### src/rtl/pattern_gen_serial.sv
// Serial pattern transmitter: PATTERN (MSB first) repeated count_i times, GAP_LEN filler bits between repetitions.
// Latency: first bit valid the cycle after start_i is accepted; done_o pulses the cycle after the last transfer.
// Backpressure: while valid_o && !ready_i, d_o, valid_o and all counters hold for any number of cycles.
module pattern_gen_serial #(
    parameter int unsigned        PAT_LEN  = 5,
    parameter logic [PAT_LEN-1:0] PATTERN  = 5'b00101,
    parameter int unsigned        GAP_LEN  = 3,
    parameter logic               FILL_BIT = 1'b1
) (
    input  logic       clk,
    input  logic       rst,
    input  logic       start_i,
    input  logic [7:0] count_i,
    input  logic       ready_i,
    output logic       d_o,
    output logic       valid_o,
    output logic       busy_o,
    output logic       done_o
);

    typedef enum logic [1:0] {
        S_IDLE = 2'd0,
        S_SEND = 2'd1,
        S_GAP  = 2'd2
    } state_t;

    // Pattern widened to 16 bits so the 4-bit bit counter indexes it exactly.
    localparam logic [15:0] PAT16    = 16'(PATTERN);
    localparam logic [3:0]  LAST_BIT = 4'(PAT_LEN - 1);
    localparam logic [3:0]  GAP_LAST = 4'(GAP_LEN - 1);

    state_t     state;
    logic [3:0] bit_cnt;
    logic [3:0] gap_cnt;
    logic [7:0] rep_cnt;
    logic       xfer;

    assign xfer = valid_o && ready_i;

    always_ff @(posedge clk or negedge rst) begin
        if (!rst) begin
            state   <= S_IDLE;
            bit_cnt <= '0;
            gap_cnt <= '0;
            rep_cnt <= '0;
            d_o     <= 1'b0;
            valid_o <= 1'b0;
            busy_o  <= 1'b0;
            done_o  <= 1'b0;
        end else begin
            done_o <= 1'b0;
            case (state)
                S_IDLE: begin
                    valid_o <= 1'b0;
                    busy_o  <= 1'b0;
                    d_o     <= 1'b0;
                    if (start_i) begin
                        if (count_i != 8'd0) begin
                            rep_cnt <= count_i;
                            bit_cnt <= LAST_BIT;
                            state   <= S_SEND;
                            valid_o <= 1'b1;
                            busy_o  <= 1'b1;
                            d_o     <= PAT16[LAST_BIT];
                        end else begin
                            done_o <= 1'b1;
                        end
                    end
                end
                S_SEND: begin
                    if (xfer) begin
                        if (bit_cnt != 4'd0) begin
                            bit_cnt <= bit_cnt - 4'd1;
                            d_o     <= PAT16[bit_cnt - 4'd1];
                        end else if (rep_cnt > 8'd1) begin
                            rep_cnt <= rep_cnt - 8'd1;
                            if (GAP_LEN > 0) begin
                                state   <= S_GAP;
                                gap_cnt <= GAP_LAST;
                                d_o     <= FILL_BIT;
                            end else begin
                                bit_cnt <= LAST_BIT;
                                d_o     <= PAT16[LAST_BIT];
                            end
                        end else begin
                            state   <= S_IDLE;
                            rep_cnt <= '0;
                            valid_o <= 1'b0;
                            busy_o  <= 1'b0;
                            d_o     <= 1'b0;
                            done_o  <= 1'b1;
                        end
                    end
                end
                S_GAP: begin
                    if (xfer) begin
                        if (gap_cnt == 4'd0) begin
                            state   <= S_SEND;
                            bit_cnt <= LAST_BIT;
                            d_o     <= PAT16[LAST_BIT];
                        end else begin
                            gap_cnt <= gap_cnt - 4'd1;
                        end
                    end
                end
                default: begin
                    state   <= S_IDLE;
                    bit_cnt <= '0;
                    gap_cnt <= '0;
                    rep_cnt <= '0;
                    d_o     <= 1'b0;
                    valid_o <= 1'b0;
                    busy_o  <= 1'b0;
                end
            endcase
        end
    end

endmodule

### config.mk
export PLATFORM = sky130hd
export DESIGN_NAME = pattern_gen_serial
export DESIGN_NICKNAME = d
export VERILOG_FILES = /design/src/rtl/pattern_gen_serial.sv
export SDC_FILE = /design/constraint.sdc
export NUM_CORES = 1
export LEC_CHECK = 0
export CAP_MARGIN = 5
export CORE_ASPECT_RATIO = 0.75
export CORE_MARGIN = 2
export CORE_UTILIZATION = 61
export DETAILED_ROUTE_END_ITERATION = 10
export GPL_ROUTABILITY_DRIVEN = 0
export MAX_ROUTING_LAYER = met4
export PLACE_DENSITY = 0.85
export SLEW_MARGIN = 30
export SYNTH_ARGS = -nofsm -noshare
export SYNTH_HDL_FRONTEND = slang
export SYNTH_SLANG_ARGS = --single-unit
### constraint.sdc
create_clock -name clk -period 3.8 [get_ports clk]
set_clock_uncertainty 0.05 [all_clocks]
set_input_delay 0.57 -clock clk [delete_from_list [all_inputs] [get_ports clk]]
set_output_delay 0.57 -clock clk [all_outputs]
set_load 0.01 [all_outputs]
; After elaboration in Yosys (flattened, before gate mapping)
; Memory sizes are Yosys's and may differ from the RTL's.
; Cells that the tools add are included.
[classes]
n_addsub = 3
magnitude_cmp = 2
n_eq_ne = 12
muxes = 46
bitwise_logic = 2
reduce_logical = 11
[op_table]
columns = operator, count
row1 = 4-bit 2-to-1 mux, 11
row2 = 8-bit 2-to-1 mux, 5
row3 = 4-bit case mux with 3 select lines, 2
row4 = 8-bit case mux with 3 select lines, 1
row5 = "2-bit != test, second input constant", 10
row6 = 6-bit AND reduction, 3
row7 = 1-bit 2-to-1 mux, 16
row8 = 2-bit 2-to-1 mux, 7
row9 = "8-bit by 1-bit > comparator with 1-bit output, second input constant", 1
row10 = 8-bit nonzero test, 1
row11 = "4-bit by 1-bit subtractor with 4-bit output, second input constant", 2
row12 = "8-bit by 1-bit subtractor with 8-bit output, second input constant", 1
row13 = 2-bit case mux with 3 select lines, 1
row14 = "4-bit by 5-bit < comparator with 1-bit output, second input constant", 1
row15 = 5-bit AND reduction, 1
row16 = 4-bit zero test, 1
row17 = 1-bit case mux with 2 select lines, 2
row18 = 4-bit AND reduction, 1
row19 = 4-bit nonzero test, 1
row20 = 1-bit case mux with 3 select lines, 1
row21 = 3-bit AND reduction, 1
row22 = "2-bit by 1-bit == test with 1-bit output, second input constant", 1
row23 = "2-bit == test, second input constant", 1
row24 = 2-bit zero test, 1
row25 = other kinds (2), 3
[word_totals]
regBits = 21
romBits = 16
input_bits = 12
output_inout_bits = 4
wordCells = 84
memories = 1
[mem_list]
columns = name, depth, word_bits, rd, rd_clocked_by_memory_dff, write_ports, line
row1 = (no name shown), 16, 1, 1, 0, 0, 74  ; d_o <= PAT16[bit_cnt - 4'd1];

; Logic depth before layout (Yosys ltp)
; Gate-level depths: netlist (run 1).
[depth]
depth_word = 6
mapped_depth = 7
depth_no_buf = 6

; Worst setup path before layout (run 1)
; OpenSTA, ideal clock, no wires.
[synth_timing]
path_type = register to register
from = register bit_cnt[0]
to = register rep_cnt[5]
t_arrival_ps = 2019
required_time_ps = 3625
setup_slack_ps = 1606
path_stages_with_launch = 7
path_buffers = 0
period_less_slack_ps = 2194
path_cell_list = dfrtp_1 -> inv_1 -> ha_1 -> or3b_4 -> a211o_4 -> a21oi_4 -> mux2_4
[synth_via]
elab_chain_len = 3
[synth_lines]
columns = element, line
row1 = "start, declared", 33  ; logic [3:0] bit_cnt;
row2 = "start signal, assigned", 73  ; bit_cnt <= bit_cnt - 4'd1;
row3 = 4-bit nonzero test, 72  ; if (bit_cnt != 4'd0) begin
row4 = 2-bit != test (no line), --
row5 = 5-bit AND reduction (no line), --
row6 = "end signal, assigned", 59  ; rep_cnt <= count_i;
row7 = "end signal, assigned", 76  ; rep_cnt <= rep_cnt - 8'd1;
row8 = "end, declared", 35  ; logic [7:0] rep_cnt;
; No other way between the ends.
; A chain may end at the register's enable or synchronous reset.

; Worst setup path after layout (run 1)
[layout_timing]
from = register state[1]
to = register bit_cnt[1]
[layout_via]
elab_chain_len = 3
word_cells_on_any_way = 11
[layout_lines]
columns = element, line
row1 = "start, declared", 32  ; state_t state;
row2 = "start signal, assigned", 42  ; state <= S_IDLE;
row3 = "start signal, assigned", 61  ; state <= S_SEND;
row4 = "start signal, assigned", 78  ; state <= S_GAP;
row5 = 2-bit by 1-bit == test with 1-bit output (tied with other cells), 52  ; case (state)
row6 = 2-bit != test (no line), --
row7 = 6-bit AND reduction (no line), --
; Parallel ways exist; a longest one is shown, timed or not.

==> results of run 1 <==
report_power, final:
| group | internal (mW) | total, mW | leakage, nW | switching [mW] |
|---|---|---|---|---|
| Combinational | 0.0103 | 0.0197 | 0.458 | 0.00944 |
| Sequential | 0.223 | 0.223 | 0.236 | 0 |
| Clock | 0.0409 | 0.104 | 0.0150 | 0.0627 |
| Total | 0.275 | 0.347 | 0.709 | 0.0721 |
routing by layer:
layer / vias to the layer above / wire (microns)
li1: 638 / -
met1: 639 / 1657
met2: 46 / 1529
met3: 6 / 226
met4: 0 / 40
met5: - / 0
through the flow:
step	cell area (sq um)	utilization [%]	setup WS (ns)	hold WS, ns
floorplan	1562	-	1.606	0.2244
global placement	1714	72.49	1.394	0.4211
detailed placement	1714	72.49	1.378	0.4340
CTS	1740	73.60	1.393	0.4613
global route	1735	73.39	1.200	0.1741
finish	1735	73.39	1.360	0.1498
Yosys cell counts (all sizes together):
cell / count / area [sq um]
a22oi: 2 / 15.01
nand2: 13 / 51.30
and3: 3 / 18.77
nor2b: 4 / 25.02
nor4bb: 1 / 10.01
or2: 2 / 12.51
nor2: 9 / 33.78
mux2: 5 / 63.81
o2bb2ai: 6 / 52.55
a221o: 2 / 21.27
clkbuf: 3 / 21.27
or3: 2 / 13.77
o32ai: 1 / 8.760
and4: 1 / 8.760
a221oi: 4 / 35.03
dfrtp: 21 / 525.5
ha: 9 / 112.6
a32o: 1 / 10.01
a21o: 2 / 16.27
or3b: 3 / 28.78
nand2b: 1 / 6.260
o211ai: 1 / 7.510
buf: 2 / 18.77
nor3: 2 / 10.01
a21oi: 3 / 26.28
inv: 16 / 60.06
nor4: 3 / 18.77
o31ai: 3 / 36.28
a2bb2oi: 2 / 17.52
a31oi: 2 / 12.51
a2111oi: 1 / 27.53
a22o: 1 / 8.760
o311ai: 1 / 8.760
mux2i: 6 / 60.06
o21ai: 9 / 45.04
o31a: 2 / 17.52
or4: 2 / 16.27
nand4: 1 / 6.260
nand3: 6 / 30.03
a211o: 3 / 35.04
nor3b: 1 / 7.510
state kept, by name, summed over array words and instances (netlist names):
| signal | flops |
|---|---|
| state | 2 |
| bit_cnt | 4 |
| rep_cnt | 8 |
| done_o | 1 |
| busy_o | 1 |
| d_o | 1 |
| gap_cnt | 4 |
path summary, 6_finish.rpt:
| path | start | to | slack, ns | cells after the start |
|---|---|---|---|---|
| worst max-delay path | state[1] | bit_cnt[1] | 1.36 | 6 |
| worst min-delay path | rst | rep_cnt[5] | 0.15 | 1 |
| worst max register to register | state[1] | bit_cnt[1] | 1.36 | 6 |
| worst min register to register | d_o | d_o | 0.46 | 2 |
| max in group asynchronous | rst | rep_cnt[0] | 3.21 | 1 |
| min in group clk | d_o | d_o | 0.46 | 2 |
layout make-up:
cell class,instances,area share (%)
multi-input cells,120,53.93
clock buffers,4,1.514
flip-flops and latches,21,30.28
repair buffers,15,8.363
inverters,16,3.461
well taps,34,2.451
logic make-up after synthesis:
group	after synthesis	synth area share [%]
and+or+nand+nor	54	19.07
AOI/OAI and AO/OA	46	25.72
buffers and inverters	21	6.411
DFF	21	33.65
muxes	11	7.933
adders and majority gates	9	7.212
worst reg2reg max path: stages (launching register included):
cell and delay, ns:
dfrtp_1 0.41, inv_1 0.10, ha_1 0.52, a2bb2oi_1 0.55, a221oi_1 0.14, and3_1 0.29, mux2_2 0.28
==> impl_metrics.toml, run 1 <==
[routing]
drc = 0
wl_per_cell_microns = 16.44
ant_nets = 0
drtIter0Drc = 112
via_count = 1329
wirelength_microns = 3453
drtPass1Iterations = 4
viasPerCell = 6.329

[sta]
slew_headroom_pct = 50.23
fmax_mhz = 409.9
setup_violations = 0
finalCritPeriodShare_pct = 64.20
worst_slew_pin_slew_ns = 0.7466
final.setup.tns_ns = 0
maxSlewViolCount = 0
final_hold_viol_count = 0
rsz0062_at_grt = "no"
fin_crit_ns = 2.440

[floorplan]
die_h_microns = 47.82
start_util_pct = 66.03
design.core.area_sq_mm = 0.002365
ioPinCount = 16
die-area_sq_mm = 0.002985
num_rows = 15
dieWidth_microns = 62.42

[global_route]
antenna_found_initial = 0
grt_usage_pct = 27.13
grt_util_met3_pct = 4.941
grtUsageMet1_pct = 35.96
grt_pass1_wl_microns = 5865
grt_max_degree = 22
grt-busiest-layer = "met2"
grt_overflow = 0
grt_util_met2_pct = 43.66
grt_pass1_vias = 1244

[cells_and_area]
area_growth_pct = 11.14
drive_gt1_share_pct = 13.07
stdcell_count = 210
n_antenna_cell = 0
multi_input_area_sq_um = 935.9
seqCellArea_sq_um = 525.5
mostFrequentLayoutCell = "dfrtp_1"
layout.nets = 198
n_fill_cell = 174
final_cell_mix = "dfrtp_1, inv_1, clkdlybuf4s50_1, nand2_1"

[cts]
cts_max_level = 1
cts_tree = "built"
postCtsResizedCells = 0
cts-root-buf = "clkbuf_4"
post-cts-setup-buffer-count = 0
clk_path_buf_depth = 2
cts.hold.buffers_added = 0
cts_num_sinks = 21
cts-buffers-inserted = 3
insertion_delay_ns = 0.30
path_clk_slew_ns = 0.11

[worst_setup_path]
path_class = "reg2reg"
crit_family = "compound AO/OA/AOI/OAI gates"
arrival_ns = 2.58
critPathBufInv = 1
worstPathMaxFanout = 14
critPathLaunchType = "flip-flop"
worstPathCellList = "inv_1 -> ha_1 -> a2bb2oi_1 -> a221oi_1 -> and3_1 -> mux2_2"
critPathSlowestCell = "a2bb2oi_1"
endpoint_kind = "flip-flop"
crit_required_ns = 3.94
max_stage_delay_ns = 0.55

[placed_design]
dp_hpwl_microns = 2722
numPortBuffers = 15
placedCellCount = 206

[logic_synthesis]
ys_types = 53
synth_cells = 162
ys_seq_area_share_pct = 33.65
yosys_register_bits = 21
yosys_warnings = 0
syn_area_per_cell_sq_um = 9.639
synth_fp_nets = 183
synth_area_sq_mm = 0.001561

[pwr]
cellPowerDensity_mw_per_mm2 = 199.7
p_leak_nw = 0.7090
ir_worst_vdd_v = 0.0002164
power.total_mw = 0.3466

[hold_path]
worst_hold_path_type = "in2async"

[run]
drv_cap = 0

[outcome]
status = "complete, no violations"
(Power assumes the default switching activity.)
==> run 2, diff against run 1 <==
Settings changed: CORE_UTILIZATION 61 to 51, PLACE_DENSITY 0.85 to 0.76.
Clock period 3.8 ns to 2.1 ns, I/O delays scaled along.
==> run 2 against run 1 <==
The run now ends with setup timing left. First-iteration DRC count decreased by 12%. Worst setup slack got worse by 1.4 ns. Hold slack improved by 0.19 ns. Largest cell class unchanged.
==> impl_metrics.toml, run 2 (synthesized netlist as in run 1, its figures left out) <==
[hold_path]
worst_hold_path_type = "in2async"

[worst_setup_path]
worstPathCellList = "inv_2 -> ha_4 -> or3b_4 -> a211o_4 -> a21oi_4 -> buf_6 -> mux2i_1"
worstPathMaxFanout = 5
arrival_ns = 2.23
reg2reg_from = "bit_cnt[1]"
crit_end = "rep_cnt[0]"
ff2ff_setup_slack_ns = -0.008
critPathBufInv = 2
endpoint_kind = "flip-flop"
cp.depth = 7
ff2ff_path_depth = 7
critPathLaunchType = "flip-flop"
critPathSlowestCell = "or3b_4"
crit_family = "compound AO/OA/AOI/OAI gates"
path_class = "reg2reg"
crit_required_ns = 2.22
max_stage_delay_ns = 0.42
reg2reg_to = "rep_cnt[0]"
crit_start = "bit_cnt[1]"

[pwr]
p_sw_mw = 0.1498
seq_power_share_pct = 56.7
cellPowerDensity_mw_per_mm2 = 345.4
p_int_mw = 0.5633
p_clk_share_pct = 37.3
p_leak_nw = 0.8828
pwr-share-comb_pct = 6.0
swShare_pct = 21.00
ir_worst_vdd_v = 0.0003298

[sta]
finalCritPeriodShare_pct = 100.4
final_hold_viol_count = 0
slew_headroom_pct = 73.16
fmax_mhz = 474.4
setup_violations = 2
fin_crit_ns = 2.108
worst_slew_pin_slew_ns = 0.4022
setup_ws_ns = -0.008116
maxSlewViolCount = 0
rsz0062_at_grt = "yes"

[cells_and_area]
layout.nets = 231
largest_reg_flops = 8
drive_gt1_share_pct = 31.10
design_area_sq_mm = 0.002064
largest_register = "rep_cnt"
reg.largest.list = "rep_cnt: 8 flops, bit_cnt: 4 flops, gap_cnt: 4 flops"
mostFrequentLayoutCell = "buf_4"
final_util_pct = 70.33
final_cell_mix = "buf_4, dfrtp_1, clkdlybuf4s50_1, inv_1, nand2_1"
stdcell_count = 247
n_antenna_cell = 0
area_growth_pct = 32.21

[floorplan]
ioPinCount = 16
num_rows = 17
design.core.area_sq_mm = 0.002935
start_util_pct = 53.20
die-area_sq_mm = 0.003525
die_h_microns = 51.92
dieWidth_microns = 67.90

[cts]
cts-buffers-inserted = 3
insertion_delay_ns = 0.26
cts.hold.buffers_added = 0
cts-root-buf = "clkbuf_8"
cts_max_level = 1
cts_tree = "built"
cts_num_sinks = 21
clk_path_buf_depth = 2
path_clk_slew_ns = 0.08

[routing]
ant_nets = 0
drtIter0Drc = 99
drc = 0
wirelength_microns = 4211
wl_per_cell_microns = 17.05
viasPerCell = 5.854
via_count = 1446
drtPass1Iterations = 4

[placed_design]
dp_hpwl_microns = 3149
placedCellCount = 234
place_area_sq_mm = 0.001912
numPortBuffers = 15

[global_route]
antenna_found_initial = 0
grt_usage_pct = 26.66
grt_pass1_vias = 1429
grt_overflow = 0
grt_max_degree = 22
grt_pass1_wl_microns = 6734

[outcome]
violations = "setup timing"
status = "finished with violations"

[run]
drv_cap = 0
## run 2: cell types whose count changed in the layout (fill, tap and decap cells not counted), moves of 2 or more
cell      before  now
buf_4          0   32
clkbuf_4       3    0
clkbuf_8       0    3
ha_1           9    7
inv_1         16   12
inv_2          0    4
## run 2: stage by stage
stage          hold slack (ns)  setup TNS, ns  worst slack, ns  power (mW)
3_5_place_dp            0.4239        -0.5772          -0.1638      0.4548
4_1_cts                 0.3612              0         0.002255      0.7217
5_1_grt                 0.3809        -0.3821         -0.08210      0.7455
3_3_place_gp            0.4180        -0.1161         -0.04812      0.4543
2_1_floorplan         -0.03059              0         0.004245      0.4162
6_report                0.3395       -0.01095        -0.008116      0.7131
## run 2: power by group through the flow
stage | combinational, mW | clock, mW | sequential (mW)
final | 0.0430 | 0.266 | 0.404
after global routing | 0.0468 | 0.295 | 0.404
after CTS | 0.0438 | 0.274 | 0.404
after detailed placement | 0.0428 | 0 | 0.412
after global placement | 0.0423 | 0 | 0.412
after floorplan | 0.00410 | 0 | 0.412
## run 2: worst min path at each step
stage / startpoint / end / slack (ns)
2_1_floorplan: rst / bit_cnt[0] / -0.03
3_3_place_gp: d_o / d_o / 0.42
3_5_place_dp: d_o / d_o / 0.42
4_1_cts: rst / rep_cnt[5] / 0.36
5_1_grt: rst / rep_cnt[5] / 0.38
6_report: rst / rep_cnt[4] / 0.34
## run 2: layout make-up
class                   count  area (sq um)
clock buffers               4         45.04
fillers                   218         870.8
inverters                  16         60.06
multi-input cells         120         984.7
flip-flops and latches     21         525.5
well taps                  38         47.55
repair buffers             48         401.6
## run 2: timing repair
action	in CTS	in global routing
buffers inserted	3	6
endpoints found under the setup margin	9	15
pin swaps	2	6
hold endpoints to repair	0	0
resized for setup	6	4
## run 2: per-layer routing
metal	routed length [microns]	track usage, %
met5	0	-
met3	232	4.762
met1	1864	34.47
met2	2035	44.12
met4	79	5.667
